File: src/rtl/game_cmd_sequencer_if.sv
// Signal bundle between game_cmd_sequencer, the raw player/collision inputs
// and gameFSM. The sequencer connects through the slave modport.
interface game_cmd_sequencer_if;
   logic       btn_start;
   logic       btn_pause;
   logic       btn_reset;
   logic       collision;
   logic [2:0] state;
   logic       startGame;
   logic       pauseGame;
   logic       reset;
   logic       dead;
   logic       busy;
   logic       drop;
   logic       timeout_err;

   modport master (
      output btn_start, btn_pause, btn_reset, collision, state,
      input  startGame, pauseGame, reset, dead, busy, drop, timeout_err
   );

   modport slave (
      input  btn_start, btn_pause, btn_reset, collision, state,
      output startGame, pauseGame, reset, dead, busy, drop, timeout_err
   );
endinterface

File: src/rtl/game_cmd_sequencer.sv
// Debounces player buttons, arbitrates pending commands and issues legal ones to gameFSM.
// Optional macro PAUSE_TOGGLE_EN: a pause press while PAUSE resumes the game via startGame.
module game_cmd_sequencer #(
   parameter int DEBOUNCE_CYCLES = 16,
   parameter int ACK_TIMEOUT     = 32
) (
   input logic                 clk,
   input logic                 resetFSM,
   game_cmd_sequencer_if.slave bus
);

   typedef enum logic [2:0] {
      GS_START    = 3'b000,
      GS_PLAYING  = 3'b001,
      GS_PAUSE    = 3'b010,
      GS_RESET    = 3'b011,
      GS_GAMEOVER = 3'b100
   } game_state_e;

   // Values double as bit positions in the pending and pulse vectors.
   typedef enum logic [1:0] {
      CMD_START = 2'd0,
      CMD_PAUSE = 2'd1,
      CMD_RESET = 2'd2,
      CMD_DEAD  = 2'd3
   } cmd_e;

   typedef enum logic [1:0] {
      SQ_IDLE,
      SQ_ISSUE,
      SQ_WAIT
   } seq_e;

   localparam int DW = $clog2(DEBOUNCE_CYCLES + 1);
   localparam int TW = $clog2(ACK_TIMEOUT + 1);
   localparam logic [DW-1:0] DB_LAST = DW'(DEBOUNCE_CYCLES - 1);
   localparam logic [TW-1:0] TO_LAST = TW'(ACK_TIMEOUT - 1);

   logic [2:0]    raw;
   logic [2:0]    sync1;
   logic [2:0]    sync2;
   logic [2:0]    deb;
   logic [2:0]    deb_q;
   logic [DW-1:0] db_cnt [3];

   logic [3:0]    pend;
   logic [3:0]    pend_set;
   logic [3:0]    pend_clr;
   logic [3:0]    top_hot;
   logic [3:0]    issue_hot;
   cmd_e          top;
   logic          top_vld;
   logic          legal;

   seq_e          sq;
   logic [2:0]    s0;
   logic [TW-1:0] to_cnt;
   logic [3:0]    pulse;
   logic          busy_r;
   logic          drop_r;
   logic          terr_r;

   assign raw = {bus.btn_reset, bus.btn_pause, bus.btn_start};

   always_ff @(posedge clk or negedge resetFSM) begin
      if (!resetFSM) begin
         sync1 <= '0;
         sync2 <= '0;
         deb   <= '0;
         deb_q <= '0;
         for (int i = 0; i < 3; i++) db_cnt[i] <= '0;
      end else begin
         // NOTE: non-blocking assignments let sync2 take the old sync1, forming a real two-flop chain.
         sync1 <= raw;
         sync2 <= sync1;
         deb_q <= deb;
         for (int i = 0; i < 3; i++) begin
            if (sync2[i] == deb[i]) begin
               db_cnt[i] <= '0;
            end else if (db_cnt[i] == DB_LAST) begin
               deb[i]    <= sync2[i];
               db_cnt[i] <= '0;
            end else begin
               db_cnt[i] <= db_cnt[i] + 1'b1;
            end
         end
      end
   end

   // Rising debounced levels and collision feed the pending flags.
   assign pend_set = {bus.collision, deb & ~deb_q};

   always_comb begin
      // NOTE: every output of this block gets a default first so no latch is inferred.
      top       = CMD_START;
      top_vld   = |pend;
      legal     = 1'b0;
      top_hot   = '0;
      issue_hot = '0;
      if (pend[CMD_RESET])      top = CMD_RESET;
      else if (pend[CMD_DEAD])  top = CMD_DEAD;
      else if (pend[CMD_PAUSE]) top = CMD_PAUSE;
      case (top)
         CMD_RESET: legal = 1'b1;
         CMD_DEAD:  legal = (bus.state == GS_PLAYING);
`ifdef PAUSE_TOGGLE_EN
         CMD_PAUSE: legal = (bus.state == GS_PLAYING) || (bus.state == GS_PAUSE);
`else
         CMD_PAUSE: legal = (bus.state == GS_PLAYING);
`endif
         CMD_START: legal = (bus.state == GS_START) || (bus.state == GS_RESET) ||
                            (bus.state == GS_PAUSE);
      endcase
      top_hot[top]   = 1'b1;
      issue_hot[top] = 1'b1;
`ifdef PAUSE_TOGGLE_EN
      if (top == CMD_PAUSE && bus.state == GS_PAUSE) begin
         issue_hot            = '0;
         issue_hot[CMD_START] = 1'b1;
      end
`endif
      pend_clr = (sq == SQ_IDLE && top_vld) ? top_hot : 4'b0000;
   end

   always_ff @(posedge clk or negedge resetFSM) begin
      if (!resetFSM) begin
         sq     <= SQ_IDLE;
         pend   <= '0;
         s0     <= '0;
         to_cnt <= '0;
         pulse  <= '0;
         busy_r <= 1'b0;
         drop_r <= 1'b0;
         terr_r <= 1'b0;
      end else begin
         pulse  <= '0;
         drop_r <= 1'b0;
         // A new event on the same edge as the clear is kept, not lost.
         pend   <= (pend & ~pend_clr) | pend_set;
         case (sq)
            SQ_IDLE: begin
               if (top_vld) begin
                  s0 <= bus.state;
                  if (legal) begin
                     pulse  <= issue_hot;
                     busy_r <= 1'b1;
                     sq     <= SQ_ISSUE;
                  end else begin
                     drop_r <= 1'b1;
                  end
               end
            end
            SQ_ISSUE: begin
               to_cnt <= '0;
               sq     <= SQ_WAIT;
            end
            SQ_WAIT: begin
               if (bus.state != s0) begin
                  busy_r <= 1'b0;
                  sq     <= SQ_IDLE;
               end else if (to_cnt == TO_LAST) begin
                  terr_r <= 1'b1;
                  busy_r <= 1'b0;
                  sq     <= SQ_IDLE;
               end else begin
                  to_cnt <= to_cnt + 1'b1;
               end
            end
            default: begin
               busy_r <= 1'b0;
               sq     <= SQ_IDLE;
            end
         endcase
      end
   end

   assign bus.startGame   = pulse[CMD_START];
   assign bus.pauseGame   = pulse[CMD_PAUSE];
   assign bus.reset       = pulse[CMD_RESET];
   assign bus.dead        = pulse[CMD_DEAD];
   assign bus.busy        = busy_r;
   assign bus.drop        = drop_r;
   assign bus.timeout_err = terr_r;

endmodule

File: src/flat_wrapper.sv
// flat-port wrapper written by rule: the top's interface ports become plain ports
module game_cmd_sequencer_flat 
#(
   parameter int DEBOUNCE_CYCLES = 16,
   parameter int ACK_TIMEOUT     = 32
)
  (clk, resetFSM, bus_btn_start, bus_btn_pause, bus_btn_reset, bus_collision, bus_state, bus_startGame, bus_pauseGame, bus_reset, bus_dead, bus_busy, bus_drop, bus_timeout_err);
  game_cmd_sequencer_if bus_i ();
  input logic clk;
  input logic resetFSM;
  input wire logic [$bits(bus_i.btn_start)-1:0] bus_btn_start;
  input wire logic [$bits(bus_i.btn_pause)-1:0] bus_btn_pause;
  input wire logic [$bits(bus_i.btn_reset)-1:0] bus_btn_reset;
  input wire logic [$bits(bus_i.collision)-1:0] bus_collision;
  input wire logic [$bits(bus_i.state)-1:0] bus_state;
  output wire logic [$bits(bus_i.startGame)-1:0] bus_startGame;
  output wire logic [$bits(bus_i.pauseGame)-1:0] bus_pauseGame;
  output wire logic [$bits(bus_i.reset)-1:0] bus_reset;
  output wire logic [$bits(bus_i.dead)-1:0] bus_dead;
  output wire logic [$bits(bus_i.busy)-1:0] bus_busy;
  output wire logic [$bits(bus_i.drop)-1:0] bus_drop;
  output wire logic [$bits(bus_i.timeout_err)-1:0] bus_timeout_err;
  assign bus_i.btn_start = bus_btn_start;
  assign bus_i.btn_pause = bus_btn_pause;
  assign bus_i.btn_reset = bus_btn_reset;
  assign bus_i.collision = bus_collision;
  assign bus_i.state = bus_state;
  assign bus_startGame = bus_i.startGame;
  assign bus_pauseGame = bus_i.pauseGame;
  assign bus_reset = bus_i.reset;
  assign bus_dead = bus_i.dead;
  assign bus_busy = bus_i.busy;
  assign bus_drop = bus_i.drop;
  assign bus_timeout_err = bus_i.timeout_err;
  game_cmd_sequencer #(.DEBOUNCE_CYCLES(DEBOUNCE_CYCLES), .ACK_TIMEOUT(ACK_TIMEOUT)) u_core (.clk(clk), .resetFSM(resetFSM), .bus(bus_i));
endmodule
File: config.mk
export PLATFORM = sky130hd
export DESIGN_NAME = game_cmd_sequencer_flat
export DESIGN_NICKNAME = d
export VERILOG_FILES = /design/src/rtl/game_cmd_sequencer_if.sv /design/src/rtl/game_cmd_sequencer.sv /design/src/flat_wrapper.sv
export SDC_FILE = /design/constraint.sdc
export NUM_CORES = 1
export LEC_CHECK = 0
export ABC_AREA = 1
export BUFFER_PORTS_ARGS = -buffer_cell sky130_fd_sc_hd__buf_2
export CAP_MARGIN = 5
export CORE_UTILIZATION = 45
export DETAILED_ROUTE_END_ITERATION = 10
export GPL_TIMING_DRIVEN = 0
export PLACE_DENSITY_LB_ADDON = 0.25
export SLEW_MARGIN = 10
export SYNTH_ARGS = -nofsm -noshare
export SYNTH_HDL_FRONTEND = slang
export SYNTH_SLANG_ARGS = --single-unit
File: constraint.sdc
create_clock -name clk -period 3.6 [get_ports clk]
set_input_delay 0.36 -clock clk [delete_from_list [all_inputs] [get_ports clk]]
set_output_delay 0.36 -clock clk [all_outputs]
set_load 0.01 [all_outputs]
==> metrics.txt, run 1 <==
Final Routed Wirelength 3.071 mm; placer congestion estimate 0.6916; antenna diode instance count 0; total I/O pin count 16; number of rows in the core area 24; setup repair bufs after CTS 0; final setup TNS 0 ps; area taken by multi-input logic gates 763.2 µm²; Initial Utilization 47.65%; WP buf/inv 2; Final Non-Filler Cells 294; post-synthesis adder-cell area fraction 4.164%; number of clock buffers inserted by TritonCTS 5; Detailed Place HPWL 2.227 mm; filler cell count 421; ratio of cells with drive above 1 in the final layout 14.88%; initial antenna violation count 0; fraction of synthesis flops using an asynchronous set or reset pin 100.0%; Worst Hold Class in -> reg; fraction of the yosys area taken by sequential cells 58.30%; antenna violation net count after detailed routing 0; CTS tree built; number of enable flip-flop cells after synthesis 0; cell count after synthesis 219; achievable clock frequency 0.7156 GHz; critical path endpoint category flip-flop; largest family of logic cells by synthesized area simple AND/OR/NAND/NOR gates; number of DRC markers after the initial detailed-route iteration 54; worst path arrival time 1590 ps; max_slew headroom 30.78%; setup repair after global routing missed its margin no; final hold vios 0; # Max-Cap Violations 0; number of nets in the layout 257; number of different library cells in the post-synthesis netlist 23; post-synthesis net count 235; max-slew violation count 0; Mapped Area 0.002103 mm²; vias in the first global route 1322; DRC violations left 0; number of H-tree levels 2; power density cells 555.3 mW/mm²; slowest stage cell, crit path sky130_fd_sc_hd__dfrtp_1; run status finished clean; layout overhead on the synthesized area 10.59%; actual transition at the worst max-transition pin 1038 ps; GRT Resource Usage Total 14.58%; detail-routed via count per cell 4.660; worst IR drop on VDD 0.0002094 V; setup slack after layout 2202 ps; WS Path Type reg -> reg; setup violators final 0; Congestion Overflow GR 0; pin count of the biggest net entering global routing 50; cell breakdown of the critical path inv_1, ha_1, o21ai_2, nor2_4, inv_2, nand3_1, nand2_1; clk sink count 49; post-synthesis xor/xnor area fraction 4.581%; number of instances resized during post-cts repair 0; data required time of the worst path 3790 ps; sequential cell area in the final layout 0.001226 mm²; number of buffers inserted for hold repair after clock tree synthesis 0; clock tree buffer depth 2; Die Wd 70.37 µm; total placed cells including tap cells 286; Synth warnings 0; critical path peak fanout 7; primary flip-flop cell chosen by synthesis mapping sky130_fd_sc_hd__dfrtp_1; simple-gate share of the synthesized area 21.18%; most common library cells after synthesis sky130_fd_sc_hd__nand2_1 (51), sky130_fd_sc_hd__dfrtp_1 (49), sky130_fd_sc_hd__inv_1 (27); Startpoint Class flip-flop; Avg Synthesized Cell Area 9.604 µm²; DR vias 1370; post-synthesis mux area share 0%; clock latency at the later pin of the worst-skew pair 300 ps; dpl ws 2198 ps; worst clock skew 6.807 ps; library cell used as clock root buffer sky130_fd_sc_hd__clkbuf_8; Die Ht 70.37 µm; Final min period 1398 ps; clock transition at the registers of the reported paths 80 ps; cell family contributing the most delay on the critical path flip-flops; leading post-synthesis cells by cell area sky130_fd_sc_hd__dfrtp_1 (58%), sky130_fd_sc_hd__nand2_1 (9.1%), sky130_fd_sc_hd__inv_1 (4.8%), sky130_fd_sc_hd__ha_1 (4.2%), sky130_fd_sc_hd__nor2_1 (3.6%); share of Yosys cell area claimed by the top area cell type 58.30%; core region area 0.004414 mm²; fraction of the cycle the final worst path needs 38.82%; number of I/O port buffers 15; leakage power total 1.206 nW; area of the die 0.004951 mm²; global-route wire length before repair 5.540 mm; Wirelength per Cell 10.45 µm; drt first pass iters 4; complex-gate fraction of the synthesized area 6.365%; cell accounting for the most synthesized area sky130_fd_sc_hd__dfrtp_1; most frequent cell after synthesis sky130_fd_sc_hd__nand2_1; longest individual stage delay on the worst path 410 ps; post-synthesis sequential element count 49
[final timing paths]
kind	from	to	slack (ps)	cells past startpoint
worst max-delay path	u_core.sq[0]	u_core.sq[0]	2200	7
worst min-delay path	bus_btn_start	u_core.sync1[0]	160	1
worst max register to register	u_core.sq[0]	u_core.sq[0]	2200	7
worst min register to register	u_core.sync1[2]	u_core.sync2[2]	350	0
max in group asynchronous	resetFSM	u_core.bus.busy	2720	1
min in group asynchronous	resetFSM	u_core.to_cnt[2]	240	1
[flip-flops by register name, summed over array words and instances (netlist names)]
name	cells
u_core.pend	4
u_core.db_cnt	15
u_core.deb	3
u_core.bus.busy	1
u_core.s0	3
u_core.bus.timeout_err	1
u_core.sq	2
u_core.sync2	3
u_core.to_cnt	6
u_core.deb_q	3
u_core.bus.drop	1
u_core.sync1	3
u_core.pulse	4
[layer usage]
layer | vias to the layer above | wire (µm) | global-route usage (%)
li1 | 727 | - | -
met1 | 609 | 1565 | 18.13
met2 | 23 | 1280 | 21.90
met3 | 11 | 134 | 5.051
met4 | 0 | 91 | 8.444
met5 | - | 0 | 0
[placed cells by master, fill, tap and decap left out, types with 3 or more instances in the layout]
cell                       synthesis  final
sky130_fd_sc_hd__o21ai_1           4      4
sky130_fd_sc_hd__nand3_1          10     10
sky130_fd_sc_hd__dfrtp_1          49     49
sky130_fd_sc_hd__xor2_1            6      6
sky130_fd_sc_hd__nor2_1           20     20
sky130_fd_sc_hd__o21ai_0           8      8
sky130_fd_sc_hd__ha_1              7      7
sky130_fd_sc_hd__nand2_1          51     51
sky130_fd_sc_hd__and3_1            3      3
sky130_fd_sc_hd__buf_2             1     16
sky130_fd_sc_hd__xnor2_1           5      5
sky130_fd_sc_hd__a21oi_1           7      7
sky130_fd_sc_hd__nor3_1            5      5
sky130_fd_sc_hd__clkbuf_8          0      5
sky130_fd_sc_hd__inv_1            27     27
[logic make-up after synthesis]
logic type               after synthesis
buffers and inverters                 30
AO/OA/AOI/OAI                         24
adder cells (fa/ha/maj)                7
XOR/XNOR                              11
flip-flops                            49
AND/OR/NAND/NOR                       98
[worst reg2reg max path, delay by kind of cell (launching register included)]
family          cells  cell delay [ps]
flops               1              410
simple gates        3              320
fa+ha+maj           1              290
buf+inv             2              170
compound gates      1              110
[stage by stage]
| step | power (mW) | hold slack (ps) | util [%] | area [µm²] |
|---|---|---|---|---|
| global placement | 0.9978 | 333.2 | 50.82 | 2243 |
| detailed placement | 1.005 | 335.8 | 50.82 | 2243 |
| finish | 1.292 | 162.6 | 52.69 | 2326 |
| CTS | 1.317 | 151.3 | 52.69 | 2326 |
| floorplan | 0.9169 | 64.41 | - | 2103 |
| global route | 1.393 | 143.6 | 52.69 | 2326 |
[where the power goes]
part           internal, mW  total (mW)  switching (mW)
clock                 0.135       0.307           0.172
combinational         0.120       0.338           0.219
sequential            0.609       0.646          0.0371
[area by class of cell]
cell class | instances | share of cell area (%)
well taps | 52 | 2.797
inverters | 29 | 4.680
repair buffers | 15 | 3.228
multi-input cells | 140 | 32.81
clock buffers | 6 | 3.120
plain buffers | 1 | 0.2152
flip-flops and latches | 49 | 52.72
clock inverters | 2 | 0.4303
(Power assumes the default switching activity.)
==> run 2: changes to the inputs <==
--- a/config.mk
+++ b/config.mk
@@ -5,7 +5,7 @@
 export SDC_FILE = /design/constraint.sdc
 export NUM_CORES = 1
 export LEC_CHECK = 0
-export ABC_AREA = 1
+export ABC_AREA = 0
 export BUFFER_PORTS_ARGS = -buffer_cell sky130_fd_sc_hd__buf_2
 export CAP_MARGIN = 5
 export CORE_UTILIZATION = 45
==> constraint.sdc (replaced) <==
create_clock -name clk -period 1.42 [get_ports clk]
set_input_delay 0.142 -clock clk [delete_from_list [all_inputs] [get_ports clk]]
set_output_delay 0.142 -clock clk [all_outputs]
set_load 0.01 [all_outputs]
==> metrics.txt, run 2 <==
run status finished, violations left; WP buf/inv 1 (-1); number of rows in the core area 24 (unchanged); Avg Synthesized Cell Area 11.61 µm² (+21%); Worst Hold Class in -> reg; max FFs per register 15 (unchanged); cell family contributing the most delay on the critical path flip-flops; max-slew violation count 0 (unchanged); number of nets in the layout 238 (-7.4%); number of enable flip-flop cells after synthesis 0 (unchanged); setup slack after layout -140.3 ps (-2343 ps); registers with the highest flip-flop counts u_core.db_cnt: 15 flops, u_core.to_cnt: 6 flops; setup violators final 8 (+8); Switching Fraction 33.64% (+0.50 points); clock transition at the registers of the reported paths 90 ps (about the same); setup repair after global routing missed its margin yes; Wirelength per Cell 15.09 µm (+44%); clk sink count 49 (unchanged); leading cell type in the layout, fill and taps excluded sky130_fd_sc_hd__dfrtp_1; combinational share of power 34.9% (+8.7 points); global-route wire length before repair 6.596 mm (+19%); fraction of the cycle the final worst path needs 109.9% (+71 points); primary flip-flop cell chosen by synthesis mapping sky130_fd_sc_hd__dfrtp_1; critical path depth in cells 6 (-1); simple-gate share of the synthesized area 14.99% (-6.2 points); clock tree buffer depth 2 (unchanged); number of clock buffers inserted by TritonCTS 5 (unchanged); fraction of the yosys area taken by sequential cells 59.00% (+0.70 points); most frequent cell after synthesis sky130_fd_sc_hd__dfrtp_1; actual transition at the worst max-transition pin 1032 ps (-6.561 ps); number of H-tree levels 2 (unchanged); reg2reg path depth 6 (-1); cell accounting for the most synthesized area sky130_fd_sc_hd__dfrtp_1; Die Ht 69.96 µm (-0.58%); ratio of cells with drive above 1 in the final layout 32.74% (+18 points); number of I/O port buffers 15 (unchanged); most common library cells after synthesis sky130_fd_sc_hd__dfrtp_1 (49), sky130_fd_sc_hd__nor2_1 (13), sky130_fd_sc_hd__inv_1 (12); Startpoint Class flip-flop; worst clock skew 5.272 ps (-1.535 ps); antenna violation net count after detailed routing 0 (unchanged); post-synthesis sequential element count 49 (unchanged); critical path peak fanout 4 (-3); global-route met2 utilization 29.49% (+7.6 points); internal power component 2.540 mW (+190%); initial antenna violation count 0 (unchanged); Clock Power Share 21.3% (-2.5 points); post-synthesis mux area share 2.107% (+2.1 points); vias in the first global route 1551 (+17%); Congestion Overflow GR 0 (unchanged); drt first pass iters 6 (+2); cell count after synthesis 179 (-18%); Final min period 1560 ps (+162.8 ps); post-synthesis xor/xnor area fraction 5.418% (+0.84 points); total I/O pin count 16 (unchanged); register bank with the most flops u_core.db_cnt; GRT Resource Usage Total 16.96% (+2.4 points); slowest stage cell, crit path sky130_fd_sc_hd__dfrtp_1; antenna diode instance count 0 (unchanged); Initial Utilization 47.40% (-0.24 points); Mapped Area 0.002078 mm² (-1.2%); longest individual stage delay on the worst path 420 ps (about the same); achievable clock frequency 0.6409 GHz (-10%); gr busiest metal met2; number of different library cells in the post-synthesis netlist 41 (+78%); final setup TNS -922.6 ps (-922.6 ps); Detailed Place HPWL 2.538 mm (+14%); DRC violations left 0 (unchanged); WS Path Type reg -> reg; leakage power total 1.254 nW (+3.9%); post-synthesis net count 195 (-17%); fraction of synthesis flops using an asynchronous set or reset pin 100.0% (unchanged); DR vias 1512 (+10%); hold-critical path depth 2 (+1); cell area after placement 0.002227 mm² (-0.72%); largest family of logic cells by synthesized area simple AND/OR/NAND/NOR gates; Die Wd 69.96 µm (-0.58%); Final Core Density 60.67% (+8.0 points); library cell used as clock root buffer sky130_fd_sc_hd__clkbuf_8; worst path arrival time 1740 ps (+150 ps); data required time of the worst path 1600 ps (-2190 ps); routing usage on met1 19.44% (+1.3 points); placer congestion estimate 0.7519 (+8.7%); CTS tree built; commonest cells after routing, fill and taps aside sky130_fd_sc_hd__dfrtp_1 (47), sky130_fd_sc_hd__buf_4 (16), sky130_fd_sc_hd__buf_2 (15), sky130_fd_sc_hd__nor2_1 (13), sky130_fd_sc_hd__inv_1 (11); Sequential Power Share 43.9% (-6.1 points); met3 Usage GRT 3.896% (-1.2 points); power density cells 1439 mW/mm² (+160%); area of the die 0.004894 mm² (-1.1%); share of Yosys cell area claimed by the top area cell type 59.00% (+0.70 points); Final Routed Wirelength 4.150 mm (+35%); leading post-synthesis cells by cell area sky130_fd_sc_hd__dfrtp_1 (59%), sky130_fd_sc_hd__ha_1 (4.2%), sky130_fd_sc_hd__xor2_1 (3.8%), sky130_fd_sc_hd__o21ai_0 (2.6%), sky130_fd_sc_hd__nor2_1 (2.3%); core region area 0.004384 mm² (-0.68%); complex-gate fraction of the synthesized area 11.92% (+5.6 points); final hold vios 0 (unchanged); violations in the final reports setup timing; Design Area, Final 0.002660 mm² (+14%); cell breakdown of the critical path ha_4, and3_4, nand3b_1, buf_6, a31oi_4, a22oi_1; number of DRC markers after the initial detailed-route iteration 118 (+120%); pin count of the biggest net entering global routing 50 (unchanged); critical path endpoint category flip-flop; worst IR drop on VDD 0.0007646 V (+270%); Synth warnings 0 (unchanged); max_slew headroom 31.22% (+0.44 points); post-synthesis adder-cell area fraction 4.214% (+0.050 points); switching power 1.287 mW (+200%); clock latency at the later pin of the worst-skew pair 300 ps (about the same); detail-routed via count per cell 5.498 (+18%); # Max-Cap Violations 0 (unchanged); layout overhead on the synthesized area 28.00%
==> run 2: logic make-up (layout without fill, tap and decap cells) <==
logic type | after synthesis | in the layout
multiplexers | 4 | 4
XOR/XNOR | 12 | 12
AO/OA/AOI/OAI | 35 | 35
adder cells (fa/ha/maj) | 7 | 7
buffers and inverters | 13 | 57
AND/OR/NAND/NOR | 59 | 59
flip-flops | 49 | 49
==> run 2: area by class of cell <==
| class | count | area, µm² |
|---|---|---|
| inverter | 12 | 45.04 |
| clock buffer | 5 | 68.82 |
| multi-input combinational | 117 | 968.4 |
| sequential | 49 | 1229 |
| buffer | 1 | 15.01 |
| fill | 348 | 1724 |
| clock inverter | 3 | 21.27 |
| timing repair buffer | 36 | 247.7 |
| tap | 52 | 65.06 |
==> run 2: path summary, 6_finish.rpt <==
path                                  startpoint          endpoint  slack (ps)
worst max-delay path            u_core.to_cnt[1]   u_core.bus.busy        -140
worst min-delay path               bus_collision    u_core.pend[3]           8
worst max register to register  u_core.to_cnt[1]   u_core.bus.busy        -140
worst min register to register   u_core.sync1[0]   u_core.sync2[0]         360
max in group asynchronous               resetFSM    u_core.pend[3]         710
min in group asynchronous               resetFSM  u_core.to_cnt[5]          20
==> run 2: routing by layer <==
layer,wire length [µm],up-vias
met3,171,9
met4,75,0
met1,1792,742
met5,0,-
met2,2111,39
li1,-,722
==> run 2: power groups by stage <==
stage	Sequential, mW	Clock, mW	Combinational, mW
finish	1.68	0.814	1.34
global route	1.69	0.890	1.44
CTS	1.67	0.834	1.10
detailed placement	1.68	0	0.853
global placement	1.67	0	0.806
floorplan	1.68	0	0.616
==> run 2: timing repair <==
item,in CTS,in global routing
endpoints found under the setup margin,12,14
resized for setup,21,15
pin swaps,9,13
setup buffers,15,5
hold endpoints to repair,3,0
hold buffers,3,0
==> run 2: worst register-to-register path, cell delays in order, from the launching register on <==
cell,delay (ps)
sky130_fd_sc_hd__dfrtp_1,420
sky130_fd_sc_hd__ha_4,190
sky130_fd_sc_hd__and3_4,190
sky130_fd_sc_hd__nand3b_1,190
sky130_fd_sc_hd__buf_6,200
sky130_fd_sc_hd__a31oi_4,140
sky130_fd_sc_hd__a22oi_1,110
==> run 2: stage by stage <==
| stage | total power [mW] | setup slack (ps) | std cells | hold slack, ps |
|---|---|---|---|---|
| floorplan | 2.292 | -47.78 | 179 | -153.6 |
| global placement | 2.478 | -174.1 | 246 | 249.9 |
| detailed placement | 2.538 | -209.5 | 246 | 251.3 |
| CTS | 3.599 | -79.60 | 272 | 1.922 |
| global route | 4.019 | -215.2 | 275 | 0.9077 |
| finish | 3.827 | -140.3 | 275 | 8.059 |
==> run 3: changes to the inputs <==
--- a/config.mk
+++ b/config.mk
@@ -8,6 +8,7 @@
 export ABC_AREA = 0
 export BUFFER_PORTS_ARGS = -buffer_cell sky130_fd_sc_hd__buf_2
 export CAP_MARGIN = 5
+export CORE_ASPECT_RATIO = 1.4
 export CORE_UTILIZATION = 45
 export DETAILED_ROUTE_END_ITERATION = 10
 export GPL_TIMING_DRIVEN = 0
==> metrics.txt, run 3 (synthesized netlist as in run 2, its figures left out) <==
run status finished, violations left; violations in the final reports setup timing; number of rows in the core area 28 (+17%); cell area after placement 0.002237 mm² (+0.45%); # Max-Cap Violations 0 (unchanged); DRC violations left 0 (unchanged); placer congestion estimate 0.7591 (+0.96%); setup violators final 11 (+3); clock tree buffer depth 2 (unchanged); initial antenna violation count 0 (unchanged); layout overhead on the synthesized area 29.38%; worst clock skew 4.005 ps (-1.267 ps); clock transition at the registers of the reported paths 80 ps (about the same); power density cells 1487 mW/mm² (+3.3%); DR vias 1490 (-1.5%); antenna diode instance count 0 (unchanged); Congestion Overflow GR 0 (unchanged); number of clock buffers inserted by TritonCTS 5 (unchanged); dpl ws -219.7 ps (-10.16 ps); Final min period 1545 ps (-15.09 ps); area of the die 0.004898 mm² (about the same); Die Wd 59.44 µm (-15%); Startpoint Class flip-flop; registers with the highest flip-flop counts u_core.db_cnt: 15 flops, u_core.to_cnt: 6 flops; antenna violation net count after detailed routing 0 (unchanged); library cell used as clock root buffer sky130_fd_sc_hd__clkbuf_8; Die Ht 82.41 µm (+18%); number of nets in the layout 235 (-1.3%); number of DRC markers after the initial detailed-route iteration 129 (+9.3%); Initial Utilization 47.84% (+0.44 points); critical path peak fanout 3 (-1); max FFs per register 15 (unchanged); data required time of the worst path 1610 ps (about the same); Design Area, Final 0.002689 mm² (+1.1%); commonest cells after routing, fill and taps aside sky130_fd_sc_hd__dfrtp_1 (49), sky130_fd_sc_hd__buf_2 (15), sky130_fd_sc_hd__nor2_1 (13), sky130_fd_sc_hd__inv_1 (11); fraction of the cycle the final worst path needs 108.8% (-1.1 points); core region area 0.004344 mm² (-0.91%); achievable clock frequency 0.6472 GHz (+0.98%); clock latency at the later pin of the worst-skew pair 300 ps (about the same); Final Non-Filler Cells 279 (+1.5%); leading cell type in the layout, fill and taps excluded sky130_fd_sc_hd__dfrtp_1; number of I/O port buffers 15 (unchanged); max_slew headroom 30.24% (-0.98 points); max-slew violation count 0 (unchanged); actual transition at the worst max-transition pin 1046 ps (+14.66 ps); critical path endpoint category flip-flop; GRT Resource Usage Total 19.76% (+2.8 points); total I/O pin count 16 (unchanged); Final Routed Wirelength 4.239 mm (+2.1%); filler cell count 363 (+4.3%); vias in the first global route 1608 (+3.7%); WS Path Type reg -> reg; worst path arrival time 1740 ps (about the same); final hold vios 0 (unchanged); ratio of cells with drive above 1 in the final layout 31.05% (-1.7 points); Detailed Place HPWL 2.587 mm (+1.9%); detail-routed via count per cell 5.341 (-2.9%); Worst Hold Class in -> async; worst IR drop on VDD 0.0006931 V (-9.3%); leakage power total 1.259 nW (+0.45%); Wirelength per Cell 15.19 µm (+0.68%); number of H-tree levels 2 (unchanged); drt first pass iters 5 (-1); global-route wire length before repair 7.038 mm (+6.7%); pin count of the biggest net entering global routing 50 (unchanged); total placed cells including tap cells 254 (+3.3%); setup slack after layout -125.2 ps (+15.09 ps); setup repair after global routing missed its margin yes; CTS tree built; clk sink count 49 (unchanged); register bank with the most flops u_core.db_cnt
[run 3: what timing repair did]
action | 4_1_cts | 5_1_grt
pin swaps | 14 | 4
buffers inserted | 14 | 1
endpoints found under the hold margin | 3 | 0
hold buffers | 3 | 0
gates resized for setup | 24 | 10
setup endpoints to repair | 12 | 15
[run 3: worst max-delay path: stages (launching register included)]
cell and delay (ps):
sky130_fd_sc_hd__dfrtp_1 420, sky130_fd_sc_hd__ha_4 190, sky130_fd_sc_hd__and3_4 180, sky130_fd_sc_hd__nand3b_1 200, sky130_fd_sc_hd__buf_6 150, sky130_fd_sc_hd__a31oi_4 70, sky130_fd_sc_hd__a211o_1 230
[run 3: area by class of cell]
cell class / instances / area, µm² / area share [%]
inverters: 12 / 45.04 / 1.675
plain buffers: 1 / 13.76 / 0.5119
multi-input cells: 117 / 970.9 / 36.11
well taps: 60 / 75.07 / 2.792
repair buffers: 33 / 254.0 / 9.446
clock inverters: 2 / 35.03 / 1.303
clock buffers: 5 / 68.82 / 2.559
flip-flops and latches: 49 / 1226 / 45.60
[run 3: stage by stage]
| step | utilization [%] | total power [mW] | setup TNS [ps] | hold slack (ps) |
|---|---|---|---|---|
| finish | 61.90 | 3.997 | -781.8 | 17.97 |
| global route | 61.90 | 4.210 | -1691 | 15.20 |
| CTS | 60.28 | 3.898 | -375.5 | 15.14 |
| detailed placement | 51.50 | 2.529 | -1078 | 251.3 |
| global placement | 51.50 | 2.477 | -592.0 | 250.2 |
| floorplan | - | 2.292 | -94.76 | -153.6 |
[run 3: routing by layer]
metal  wire [µm]  GRT usage, %  share of wire (%)  up-vias
met5           0             0                  0        -
met4          78         10.24                1.8        0
met3         157         4.673                3.7       10
met2        2362         36.18                 56       36
met1        1640         20.51                 39      739
li1            -             -                  -      705
[run 3: where the power goes]
part | internal, mW | leakage (nW) | switching [mW]
Combinational | 0.674 | 0.559 | 0.703
Clock | 0.512 | 0.0540 | 0.438
Sequential | 1.55 | 0.647 | 0.125
Total | 2.73 | 1.26 | 1.27
[run 3: worst paths after layout]
| path | cells after the start | slack (ps) | endpoint | from |
|---|---|---|---|---|
| max | 6 | -130 | u_core.to_cnt[2] | u_core.to_cnt[1] |
| min reg2reg | 0 | 360 | u_core.sync2[2] | u_core.sync1[2] |
| max in group asynchronous | 1 | 750 | u_core.db_cnt[2] | resetFSM |
| min | 1 | 20 | u_core.to_cnt[5] | resetFSM |
| max reg2reg | 6 | -130 | u_core.to_cnt[2] | u_core.to_cnt[1] |
| min in group clk | 2 | 20 | u_core.pend[3] | bus_collision |
